## src/rtl/matrix_pixel_streamer.sv

```systemverilog
// Streams a snapshot of the 16x16 occupancy matrix as 256 serpentine-ordered GRB pixel words.
// A frame is started by the refresh timer or by force_frame. After the last pixel, a latch gap
// is held before frame_done pulses.
//
// Ports:
//   clk, reset   - system clock; asynchronous active-high reset
//   matrix       - cell occupancy, matrix[row][col]; sampled only while a frame is latched
//   force_frame  - single-cycle request to start a frame now
//   pix_data     - GRB pixel word (registered)
//   pix_valid    - pix_data holds a pixel (registered)
//   pix_ready    - the serializer accepts the pixel when pix_valid is high
//   pix_last     - high together with pixel 255 (registered)
//   frame_busy   - a frame is being latched, streamed or followed by its gap
//   frame_done   - one-cycle pulse on the last gap cycle
module matrix_pixel_streamer #(
  parameter int unsigned REFRESH_CYCLES = 416667,
  parameter int unsigned GAP_CYCLES     = 2000,
  parameter logic [23:0] ON_COLOR       = 24'h101010,
  parameter logic [23:0] OFF_COLOR      = 24'h000000
) (
  input  logic        clk,
  input  logic        reset,
  input  logic        matrix [16][16],
  input  logic        force_frame,
  output logic [23:0] pix_data,
  output logic        pix_valid,
  input  logic        pix_ready,
  output logic        pix_last,
  output logic        frame_busy,
  output logic        frame_done
);

  localparam int unsigned RefW = (REFRESH_CYCLES > 1) ? $clog2(REFRESH_CYCLES) : 1;
  localparam int unsigned GapW = (GAP_CYCLES > 1) ? $clog2(GAP_CYCLES) : 1;
  localparam logic [RefW-1:0] RefLast = RefW'(REFRESH_CYCLES - 1);
  localparam logic [GapW-1:0] GapLast = GapW'(GAP_CYCLES - 1);

  typedef enum logic [1:0] {StIdle, StLatch, StStream, StGap} state_e;

  state_e            state_q, state_d;
  logic [RefW-1:0]   refresh_q, refresh_d;
  logic [GapW-1:0]   gap_q, gap_d;
  logic [7:0]        idx_q, idx_d;
  logic              pending_q, pending_d;
  logic [15:0][15:0] snap_q, snap_d;
  logic [23:0]       pix_data_q, pix_data_d;
  logic              pix_valid_q, pix_valid_d;
  logic              pix_last_q, pix_last_d;

  logic              refresh_tick;
  logic              start_req;
  logic [3:0]        pix_row, pix_col;

  always_comb begin
    refresh_tick = (refresh_q == RefLast);
    refresh_d    = refresh_tick ? '0 : refresh_q + 1'b1;
    start_req    = refresh_tick | force_frame;

    state_d    = state_q;
    pending_d  = pending_q;
    idx_d      = idx_q;
    gap_d      = gap_q;
    snap_d     = snap_q;
    frame_done = 1'b0;

    case (state_q)
      StIdle: begin
        if (start_req || pending_q) begin
          state_d   = StLatch;
          pending_d = 1'b0;
        end
      end
      StLatch: begin
        for (int r = 0; r < 16; r++) begin
          for (int c = 0; c < 16; c++) begin
            snap_d[r][c] = matrix[r][c];
          end
        end
        idx_d   = 8'd0;
        state_d = StStream;
      end
      StStream: begin
        // pix_valid is always high in this state, so ready alone marks an accept.
        if (pix_ready) begin
          if (idx_q == 8'hff) begin
            state_d = StGap;
            gap_d   = '0;
          end else begin
            idx_d = idx_q + 8'd1;
          end
        end
      end
      StGap: begin
        if (gap_q == GapLast) begin
          frame_done = 1'b1;
          state_d    = StIdle;
        end else begin
          gap_d = gap_q + 1'b1;
        end
      end
      default: state_d = StIdle;
    endcase

    // A request that cannot be served now is remembered once; further ones are dropped.
    if (start_req && (state_q != StIdle)) begin
      pending_d = 1'b1;
    end

    // Output registers are loaded from next-state values so pixel 0 appears the cycle after
    // LATCH, straight from the snapshot being captured.
    pix_row     = idx_d[7:4];
    pix_col     = idx_d[4] ? ~idx_d[3:0] : idx_d[3:0];  // odd rows run right-to-left
    pix_valid_d = (state_d == StStream);
    pix_last_d  = pix_valid_d && (idx_d == 8'hff);
    pix_data_d  = '0;
    if (pix_valid_d) begin
      pix_data_d = snap_d[pix_row][pix_col] ? ON_COLOR : OFF_COLOR;
    end
  end

  always_ff @(posedge clk or posedge reset) begin
    if (reset) begin
      state_q     <= StIdle;
      refresh_q   <= '0;
      gap_q       <= '0;
      idx_q       <= 8'd0;
      pending_q   <= 1'b0;
      snap_q      <= '0;
      pix_data_q  <= 24'd0;
      pix_valid_q <= 1'b0;
      pix_last_q  <= 1'b0;
    end else begin
      state_q     <= state_d;
      refresh_q   <= refresh_d;
      gap_q       <= gap_d;
      idx_q       <= idx_d;
      pending_q   <= pending_d;
      snap_q      <= snap_d;
      pix_data_q  <= pix_data_d;
      pix_valid_q <= pix_valid_d;
      pix_last_q  <= pix_last_d;
    end
  end

  assign pix_data   = pix_data_q;
  assign pix_valid  = pix_valid_q;
  assign pix_last   = pix_last_q;
  assign frame_busy = (state_q != StIdle);

endmodule

```

## config.mk

```make
export PLATFORM = sky130hd
export DESIGN_NAME = matrix_pixel_streamer
export DESIGN_NICKNAME = d
export VERILOG_FILES = /design/src/rtl/matrix_pixel_streamer.sv
export SDC_FILE = /design/constraint.sdc
export NUM_CORES = 1
export LEC_CHECK = 0
export BUFFER_PORTS_ARGS = -buffer_cell sky130_fd_sc_hd__buf_2
export CAP_MARGIN = 40
export CORE_AREA = 5 5 179 181
export DETAILED_ROUTE_END_ITERATION = 10
export DIE_AREA = 0 0 184 186
export GPL_TIMING_DRIVEN = 0
export PLACE_DENSITY = 0.73
export REMOVE_ABC_BUFFERS = 1
export SLEW_MARGIN = 20
export SYNTH_ARGS = -nofsm -noshare
export SYNTH_HDL_FRONTEND = slang
export SYNTH_SLANG_ARGS = --single-unit
```

## constraint.sdc

```tcl
create_clock -name clk -period 8.05 [get_ports clk]
set_input_delay 0.4025 -clock clk [delete_from_list [all_inputs] [get_ports clk]]
set_output_delay 0.4025 -clock clk [all_outputs]
set_load 0.05 [all_outputs]
```

==> flow_summary.toml, run 1 <==
[route]
routed_via_density = 5.48
drt_pass1_iterations = 5
drtAntennaViolNets = 0
drtIter0Drc = 581
routed_wl_mm = 38.5
wl_per_cell_um = 20.1
route.detailed.drc = 0
routed-via-count = 10500

[finish]
final_cells = 1914
area_growth_pct = 19.7
final_cell_mix = "dfrtp_1 (300), mux2_2 (267), buf_2 (267), nor2_1 (169), mux2i_1 (62)"
fin_nets = 1755
drive_gt1_share_pct = 42.1
layout_commonest_cell = "dfrtp_1"
fill_cells = 2530

[grt]
gr-usage-all-layers_pct = 22.1
grt_antenna_before_repair = 15
grt_pass1_wl_mm = 60.0
overflow = 0
grt_max_degree = 103
grt_pass1_vias = 11200

[clock_network]
htreeDepth = 2
cts-root-buf = "clkbuf_16"
post_cts_resize_count = 0
postCtsSetupBuffers = 0
cts_buffers = 35
clock_path_buffers = 3
holdBufCountCts = 0
cts.sinks = 300
clkSlewWorstSetupHoldPaths_ns = 0.06
cts_tree = "yes"
insertion_delay_ns = 0.51

[critical_path]
cp.required_ns = 8.46
reg2reg_to = "pix_data[12]"
critical_path.endpoint_type = "flop"
crit_arrival_ns = 5.34
reg2reg_from = "state_q[0]"
cp-endpoint = "pix_data[12]"
path_class = "reg2reg"
crit_path_start_kind = "flop"
r2r_slack_ns = 3.12
cp-startpoint = "state_q[0]"
reg2reg_depth = 15
path_max_fanout = 74

[sta]
clock.fmax_ghz = 0.203
rsz0062_at_grt = "no"
layout_setup_ws_ns = 3.12
tightestPinTransition_ns = 0.761
drv_slew = 0
relSlewSlack_pct = 48.0
skew_ns = 0.0177
fin_crit_sh_pct = 61.2
hold_violations = 0
period_needed_ns = 4.93
finalSetupViolCount = 0

[power_and_ir_drop]
p_seq_share_pct = 47.7
power_density_nw_per_um2 = 178
net-switching-power_w = 0.000683
ir_drop_uv = 143
power_frac_comb_pct = 3.7
p_int_w = 0.00248
switching_share_pct = 21.6
p_leak_nw = 9.16
clkPwrFrac_pct = 48.6

[yosys]
yosys.area.top_type = "dfrtp_1"
yosys-top-cells-area = "dfrtp_1 (51%), mux2_2 (20%), nor2_1 (4.3%)"
synth_top_area_share_pct = 50.7
synth-edff-count = 0
synth_seq_cells = 300
synthDistinctLibCells = 81
yosys_warnings = 0
syn_area_per_cell_um2 = 11.9
ys.flop_type = "dfrtp_1"
yosysSeqAreaShare_pct = 50.7
synthArstFlopShare_pct = 100
synth_cells = 1242
synth_area_um2 = 14800

[placement]
portBuffers = 266
dp_cells = 1843
gp_congestion = 0.868
dp.final_hpwl_mm = 26.8
post-place-ws_ns = 2.89

[die]
num_rows = 64
fp.dieArea_um2 = 34200
io_pins = 288
core_area_um2 = 30300
die_h_um = 186
floorplan.initialDensity_pct = 48.9
die-width_um = 184

[job]
drv_cap = 0

[run_status]
status = "finished clean"

[hold_path]
hp-class = "in2async"
==> state kept, by name, summed over array words and instances (netlist names) <==
register,count
state_q,2
pending_q,1
idx_q,8
snap_q,256
pix_valid,1
pix_last,1
refresh_q,19
gap_q,11
pix_data,1
==> worst min path at each step <==
stage                       from            to  slack, ns  cells after the start
floorplan           refresh_q[0]  refresh_q[0]       0.45                      1
global placement    refresh_q[0]  refresh_q[0]       0.47                      1
detailed placement   snap_q[122]   snap_q[122]       0.48                      1
CTS                        reset   snap_q[189]       0.07                      2
global route               reset   snap_q[189]       0.11                      2
finish                     reset   snap_q[189]       0.04                      2
==> logic make-up (layout without fill, tap and decap cells) <==
kind of cell,after synthesis,after routing,share of synthesized area (%)
AND/OR/NAND/NOR,312,312,9.74
other,1,31,0.0253
buffers and inverters,118,364,4.58
multiplexers,335,335,25.3
adder cells (fa/ha/maj),9,9,0.761
AO/OA/AOI/OAI,136,136,6.83
XOR/XNOR,31,31,2.06
flip-flops,300,300,50.7
==> worst max-delay path, stage by stage (launching register included) <==
cell and delay, ns:
dfrtp_1 0.47, inv_1 0.14, ha_1 0.61, and2_1 0.20, a311o_2 0.45, buf_12 0.26, buf_16 0.20, clkinv_4 0.48
o211ai_1 0.39, clkbuf_4 0.26, nor2_1 0.06, o21ai_0 0.15, o21ai_0 0.17, a211oi_1 0.49, nor3_1 0.13, nor4_2 0.26
==> area by class of cell <==
type | count | area, µm² | area share, %
Inverter | 16 | 77.6 | 0.438
Multi-Input combinational cell | 844 | 6760 | 38.1
Clock inverter | 14 | 155 | 0.875
Antenna cell | 10 | 25.0 | 0.141
Tap cell | 396 | 495 | 2.80
Sequential cell | 300 | 7510 | 42.4
Clock buffer | 45 | 943 | 5.32
Timing Repair Buffer | 289 | 1760 | 9.94
==> power by group through the flow <==
stage | clock, W | sequential [W] | combinational [W]
floorplan | 0 | 0.00154 | 0.0000440
global placement | 0 | 0.00154 | 0.000114
detailed placement | 0 | 0.00154 | 0.000120
CTS | 0.00157 | 0.00151 | 0.000121
global route | 0.00163 | 0.00151 | 0.000131
finish | 0.00154 | 0.00151 | 0.000118
==> cell usage after synthesis, types with 5 or more instances <==
master / number
dfrtp_1: 300
mux2_2: 267
nor2_1: 169
mux2i_1: 62
buf_2: 47
nand2_1: 40
o21ai_0: 33
buf_4: 30
nor3_1: 26
nand3_1: 18
xor2_1: 18
clkbuf_1: 13
or3_1: 13
inv_1: 12
nand4_1: 11
o211ai_1: 10
xnor2_1: 10
ha_1: 9
o311a_1: 9
a21oi_1: 8
buf_6: 8
a21o_1: 6
o22ai_1: 6
a211oi_1: 5
a2bb2oi_1: 5
a31oi_1: 5
nand2b_1: 5
==> through the flow <==
stage	TNS [ns]	util [%]	area, µm²	hold slack, ns	power [W]
after floorplan	-193.17	-	14300	0.454	0.00158
after global placement	-1722.04	53.2	16100	0.472	0.00165
after detailed placement	0	54.8	16600	0.482	0.00166
after CTS	0	58.4	17700	0.0653	0.00320
after global routing	0	58.5	17700	0.109	0.00327
final	0	58.5	17700	0.0414	0.00316
==> layer usage <==
metal  vias to the layer above  part of all wire (%)  track usage (%)
li1                       4879                     -                -
met1                      5243                    42             28.4
met2                       284                    49             37.3
met3                        64                   6.4             5.69
met4                        16                   2.1             6.42
met5                         -                  0.33                0
(Power assumes the default switching activity.)
==> run 2: changes to the inputs <==
--- a/config.mk
+++ b/config.mk
@@ -7,11 +7,11 @@
 export LEC_CHECK = 0
 export BUFFER_PORTS_ARGS = -buffer_cell sky130_fd_sc_hd__buf_2
 export CAP_MARGIN = 40
-export CORE_AREA = 5 5 179 181
+export CORE_AREA = 5 5 169 171
 export DETAILED_ROUTE_END_ITERATION = 10
-export DIE_AREA = 0 0 184 186
+export DIE_AREA = 0 0 174 176
 export GPL_TIMING_DRIVEN = 0
-export PLACE_DENSITY = 0.73
+export PLACE_DENSITY = 0.78
 export REMOVE_ABC_BUFFERS = 1
 export SLEW_MARGIN = 20
 export SYNTH_ARGS = -nofsm -noshare
==> constraint.sdc (replaced) <==
create_clock -name clk -period 5.1 [get_ports clk]
set_input_delay 0.255 -clock clk [delete_from_list [all_inputs] [get_ports clk]]
set_output_delay 0.255 -clock clk [all_outputs]
set_load 0.05 [all_outputs]
==> flow_summary.toml, run 2 (synthesis results as in run 1) <==
[power_and_ir_drop]
power_density_nw_per_um2 = 278
p_leak_nw = 9.86
ir_drop_uv = 250

[job]
drv_cap = 0

[finish]
reg_top3 = "snap_q (256), refresh_q (19), gap_q (11)"
multi_input_area_um2 = 6760
layout_commonest_cell = "dfrtp_1"
seqCellArea_um2 = 7510
largest_reg_flops = 256
post-route-util_pct = 72.3
fin_nets = 1902
fin_area_um2 = 19300
drive_gt1_share_pct = 38.9
area_growth_pct = 30.6
fill_cells = 1786
final_cell_mix = "dfrtp_1 (300), buf_2 (268), mux2_2 (267), nor2_1 (169), dlygate4sd3_1 (143)"
top_register = "snap_q"

[clock_network]
clock_path_buffers = 3
post_cts_resize_count = 0
clkSlewWorstSetupHoldPaths_ns = 0.06
cts_buffers = 34
insertion_delay_ns = 0.50
cts-root-buf = "clkbuf_16"
cts_tree = "yes"
htreeDepth = 2
cts.sinks = 300

[route]
drt_pass1_iterations = 6
route.detailed.drc = 0
routed-via-count = 11200
drtIter0Drc = 800
drtAntennaViolNets = 0
wl_per_cell_um = 20.6
routed_wl_mm = 41.2
routed_via_density = 5.62

[sta]
fin_crit_sh_pct = 95.2
skew_ns = 0.00942
relSlewSlack_pct = 40.7
clock.fmax_ghz = 0.206
rsz0062_at_grt = "no"
hold_violations = 0
drv_slew = 0
tightestPinTransition_ns = 0.868
finalSetupTns_ns = 0
finalSetupViolCount = 0
period_needed_ns = 4.85

[die]
io_pins = 288
die_h_um = 176
num_rows = 60
fp.dieArea_um2 = 30600
core_area_um2 = 26700
floorplan.initialDensity_pct = 55.4
die-width_um = 174

[grt]
grt_antenna_before_repair = 8
overflow = 0
gr-usage-all-layers_pct = 26.4
grt_pass1_vias = 12300
grt_max_degree = 107
grt_pass1_wl_mm = 65.3

[critical_path]
cp.required_ns = 5.51
worstPathCellList = "inv_1 > ha_1 > nand3b_1 > a2111oi_0 > a311oi_4 > buf_8 > buf_8 > inv_4 > mux2i_1 > o2111ai_1 > o311a_1 > o211ai_1 > nor3_1 > nor4_2"
critical-path-max-stage-delay_ns = 0.80
slowest_stage = "a2111oi_0"
path_max_fanout = 53
critical_path.endpoint_type = "flop"
path_class = "reg2reg"
crit_arrival_ns = 5.26
crit_path_start_kind = "flop"
crit_top_cell = "buf_8"

[placement]
post_dp_cell_area_um2 = 16600
dp.final_hpwl_mm = 26.4
portBuffers = 266
gp_congestion = 0.842

[run_status]
status = "finished clean"

[hold_path]
hp-class = "in2reg"
==> run 2: changes by cell type in the layout (fill, tap and decap cells not counted), sizes merged, moves of 3 or more <==
cell         previous run  this run
dlygate4sd3             0       143
bufinv                  3         6
diode                  10         6
buf                   288       294
clkinvlp                1         4
clkinv                 11         4
==> run 2: stage by stage <==
stage,hold slack (ns),std cells,worst slack (ns),total power (W)
2_1_floorplan,0.419,1160,-3.60,0.00249
3_3_place_gp,0.468,1767,-7.41,0.00261
3_5_place_dp,0.140,1792,0.354,0.00262
4_1_cts,0.000163,1992,0.292,0.00540
5_1_grt,0.00101,2003,0.0152,0.00553
6_report,0.00480,2003,0.246,0.00538
==> run 2: worst paths after layout <==
check	from	slack, ns	depth (start not counted)	endpoint
worst min register to register	refresh_q[0]	0.49	1	refresh_q[0]
worst max register to register	state_q[0]	0.25	14	pix_data[12]
worst min-delay path	matrix[71]	0.005	2	snap_q[184]
min in group asynchronous	reset	0.19	3	snap_q[172]
worst max-delay path	state_q[0]	0.25	14	pix_data[12]
max in group asynchronous	reset	3.72	5	snap_q[155]
==> run 2: power by group <==
group / internal [W] / switching [W]
clock network: 0.00172 / 0.000991
logic: 0.000149 / 0.000134
registers: 0.00238 / 0.0000000000000000000103
total: 0.00425 / 0.00113
==> run 2: layout make-up <==
class | instances | area share, %
Multi-Input combinational cell | 844 | 35.0
Clock inverter | 12 | 1.16
Tap cell | 341 | 2.21
Clock buffer | 47 | 5.35
Inverter | 16 | 0.401
Sequential cell | 300 | 38.8
Antenna cell | 6 | 0.0777
Timing Repair Buffer | 437 | 17.0
==> run 2: layer usage <==
metal / global-route usage, % / share of wire (%) / vias to the layer above
met3: 4.71 / 5.7 / 94
met2: 45.3 / 51 / 368
met4: 9.53 / 3.1 / 4
met1: 34.0 / 41 / 5611
met5: 0 / 0.034 / -
li1: - / - / 5172
==> run 2: critical path, delay by kind of cell (launching register included) <==
family	cells	cell delay (ns)
AO/OA/AOI/OAI	5	1.68
adder cells (fa/ha/maj)	1	0.60
buffers and inverters	4	1.03
flip-flops	1	0.47
multiplexers	1	0.42
AND/OR/NAND/NOR	3	0.46
==> run 2: timing repair <==
action                                  CTS  global route
endpoints found under the hold margin   243             2
setup buffers                             0             3
hold buffers                            141             2
endpoints found under the setup margin    0             1
==> run 3: changes to the inputs <==
--- a/config.mk
+++ b/config.mk
@@ -11,7 +11,7 @@
 export DETAILED_ROUTE_END_ITERATION = 10
 export DIE_AREA = 0 0 174 176
 export GPL_TIMING_DRIVEN = 0
-export PLACE_DENSITY = 0.78
+export PLACE_DENSITY = 0.8
 export REMOVE_ABC_BUFFERS = 1
 export SLEW_MARGIN = 20
 export SYNTH_ARGS = -nofsm -noshare
==> flow_summary.toml, run 3 (synthesis results as in run 1) <==
[finish]
area_growth_pct = 31.0
final_cell_mix = "dfrtp_1 (300), mux2_2 (267), buf_2 (267), dlygate4sd3_1 (171), nor2_1 (169)"
fill_cells = 1690
fin_nets = 1925
top_register = "snap_q"
post-route-util_pct = 72.6
reg_top3 = "snap_q (256), refresh_q (19), gap_q (11)"
largest_reg_flops = 256
drive_gt1_share_pct = 37.8
layout_commonest_cell = "dfrtp_1"

[route]
drt_pass1_iterations = 5
routed-via-count = 11600
wl_per_cell_um = 21.5
routed_via_density = 5.73
routed_wl_mm = 43.5
drtIter0Drc = 746
drtAntennaViolNets = 0
route.detailed.drc = 0

[sta]
drv_slew = 0
fin_crit_sh_pct = 92.1
layout_setup_ws_ns = 0.404
period_needed_ns = 4.70
finalSetupViolCount = 0
tightestPinTransition_ns = 0.778
clock.fmax_ghz = 0.213
rsz0062_at_grt = "no"
relSlewSlack_pct = 48.1
hold_violations = 0
skew_ns = 0.0138

[placement]
dp.final_hpwl_mm = 26.0
gp_congestion = 0.846
post-place-ws_ns = 0.328
portBuffers = 266

[hold_path]
hp-class = "in2reg"

[critical_path]
path_class = "reg2reg"
crit_path_start_kind = "flop"
crit_arrival_ns = 5.10
critical-path-max-stage-delay_ns = 0.62
critical_path.endpoint_type = "flop"
slowest_stage = "clkinv_4"
cp.required_ns = 5.51
crit_top_cell = "o21ai_0"
path_max_fanout = 74
worstPathCellList = "inv_1 > ha_1 > and2_1 > a311o_2 > clkinv_4 > o211ai_1 > buf_4 > nor2_1 > o21ai_0 > o21ai_0 > a211oi_1 > nor3_1 > nor4_2"

[grt]
grt_antenna_before_repair = 5
grt_pass1_wl_mm = 68.7
grt_pass1_vias = 12900
gr-usage-all-layers_pct = 28.1
grt_max_degree = 108
overflow = 0

[die]
die_h_um = 176
num_rows = 60
fp.dieArea_um2 = 30600
io_pins = 288
die-width_um = 174
core_area_um2 = 26700
floorplan.initialDensity_pct = 55.4

[clock_network]
insertion_delay_ns = 0.51
clkSlewWorstSetupHoldPaths_ns = 0.06
clock_path_buffers = 3
cts_tree = "yes"
cts_buffers = 34
htreeDepth = 2
cts-root-buf = "clkbuf_16"
cts.sinks = 300
postCtsSetupBuffers = 0

[power_and_ir_drop]
power_density_nw_per_um2 = 264
ir_drop_uv = 260
power_w = 0.00511
p_leak_nw = 9.88

[job]
drv_cap = 0

[run_status]
status = "finished clean"
run 3: cell count changes in the layout (fill, tap and decap cells not counted), sizes merged:
cell         previous run  this run
buf                   294       289
clkinv                  4         7
inv                    14        16
bufinv                  6         2
clkinvlp                4         1
dlygate4sd3           143       171
clkbuf                 47        49
run 3: worst paths after layout:
| kind | start | end | slack (ns) | cells after the start |
|---|---|---|---|---|
| min in group asynchronous | reset | snap_q[189] | 0.42 | 3 |
| hold / removal | matrix[65] | snap_q[190] | 0.01 | 2 |
| max in group asynchronous | reset | snap_q[53] | 3.68 | 4 |
| setup reg to reg | state_q[0] | pix_data[12] | 0.40 | 13 |
| setup / recovery | state_q[0] | pix_data[12] | 0.40 | 13 |
| hold reg to reg | snap_q[243] | snap_q[243] | 0.50 | 1 |
run 3: stage by stage:
stage	std cells	area, µm²	hold WS [ns]	TNS (ns)
6_report	2026	19400	0.0108	0
5_1_grt	2025	19400	0.000129	0
4_1_cts	2019	19300	0.0000631	0
3_5_place_dp	1789	16500	0.419	0
3_3_place_gp	1767	16000	0.472	-3268.02
2_1_floorplan	1160	14300	0.419	-1619.96
run 3: what timing repair did:
item | in CTS | in global routing
resized for setup | 0 | 1
endpoints found under the hold margin | 262 | 0
setup endpoints to repair | 0 | 1
hold buffers | 171 | 0
run 3: area by class of cell:
class                           count  area, µm²  share of cell area (%)
Timing Repair Buffer              460       3510                    18.1
Multi-Input combinational cell    844       6760                    34.8
Clock inverter                     10        110                   0.568
Sequential cell                   300       7510                    38.7
Antenna cell                        6       15.0                  0.0774
Inverter                           16       77.6                   0.400
Tap cell                          341        427                    2.20
Clock buffer                       49        988                    5.10
run 3: power by group:
group	switching [W]	total (W)	internal (W)
sequential	0.00000000000000000000937	0.00238	0.00238
combinational	0.000141	0.000302	0.000161
clock	0.000977	0.00243	0.00145
run 3: metal layers:
layer	routed length [µm]	part of all wire [%]	GRT usage (%)
met3	2390	5.5	5.44
met1	16700	38	33.5
met5	0	0	0
met2	22700	52	50.1
met4	1740	4.0	11.5
run 3: critical path: cells and delay by family, from the launching register on:
kind / cells / cell delay, ns
flip-flops: 1 / 0.48
AND/OR/NAND/NOR: 4 / 0.64
buffers and inverters: 3 / 1.00
adder cells (fa/ha/maj): 1 / 0.61
AO/OA/AOI/OAI: 5 / 1.80
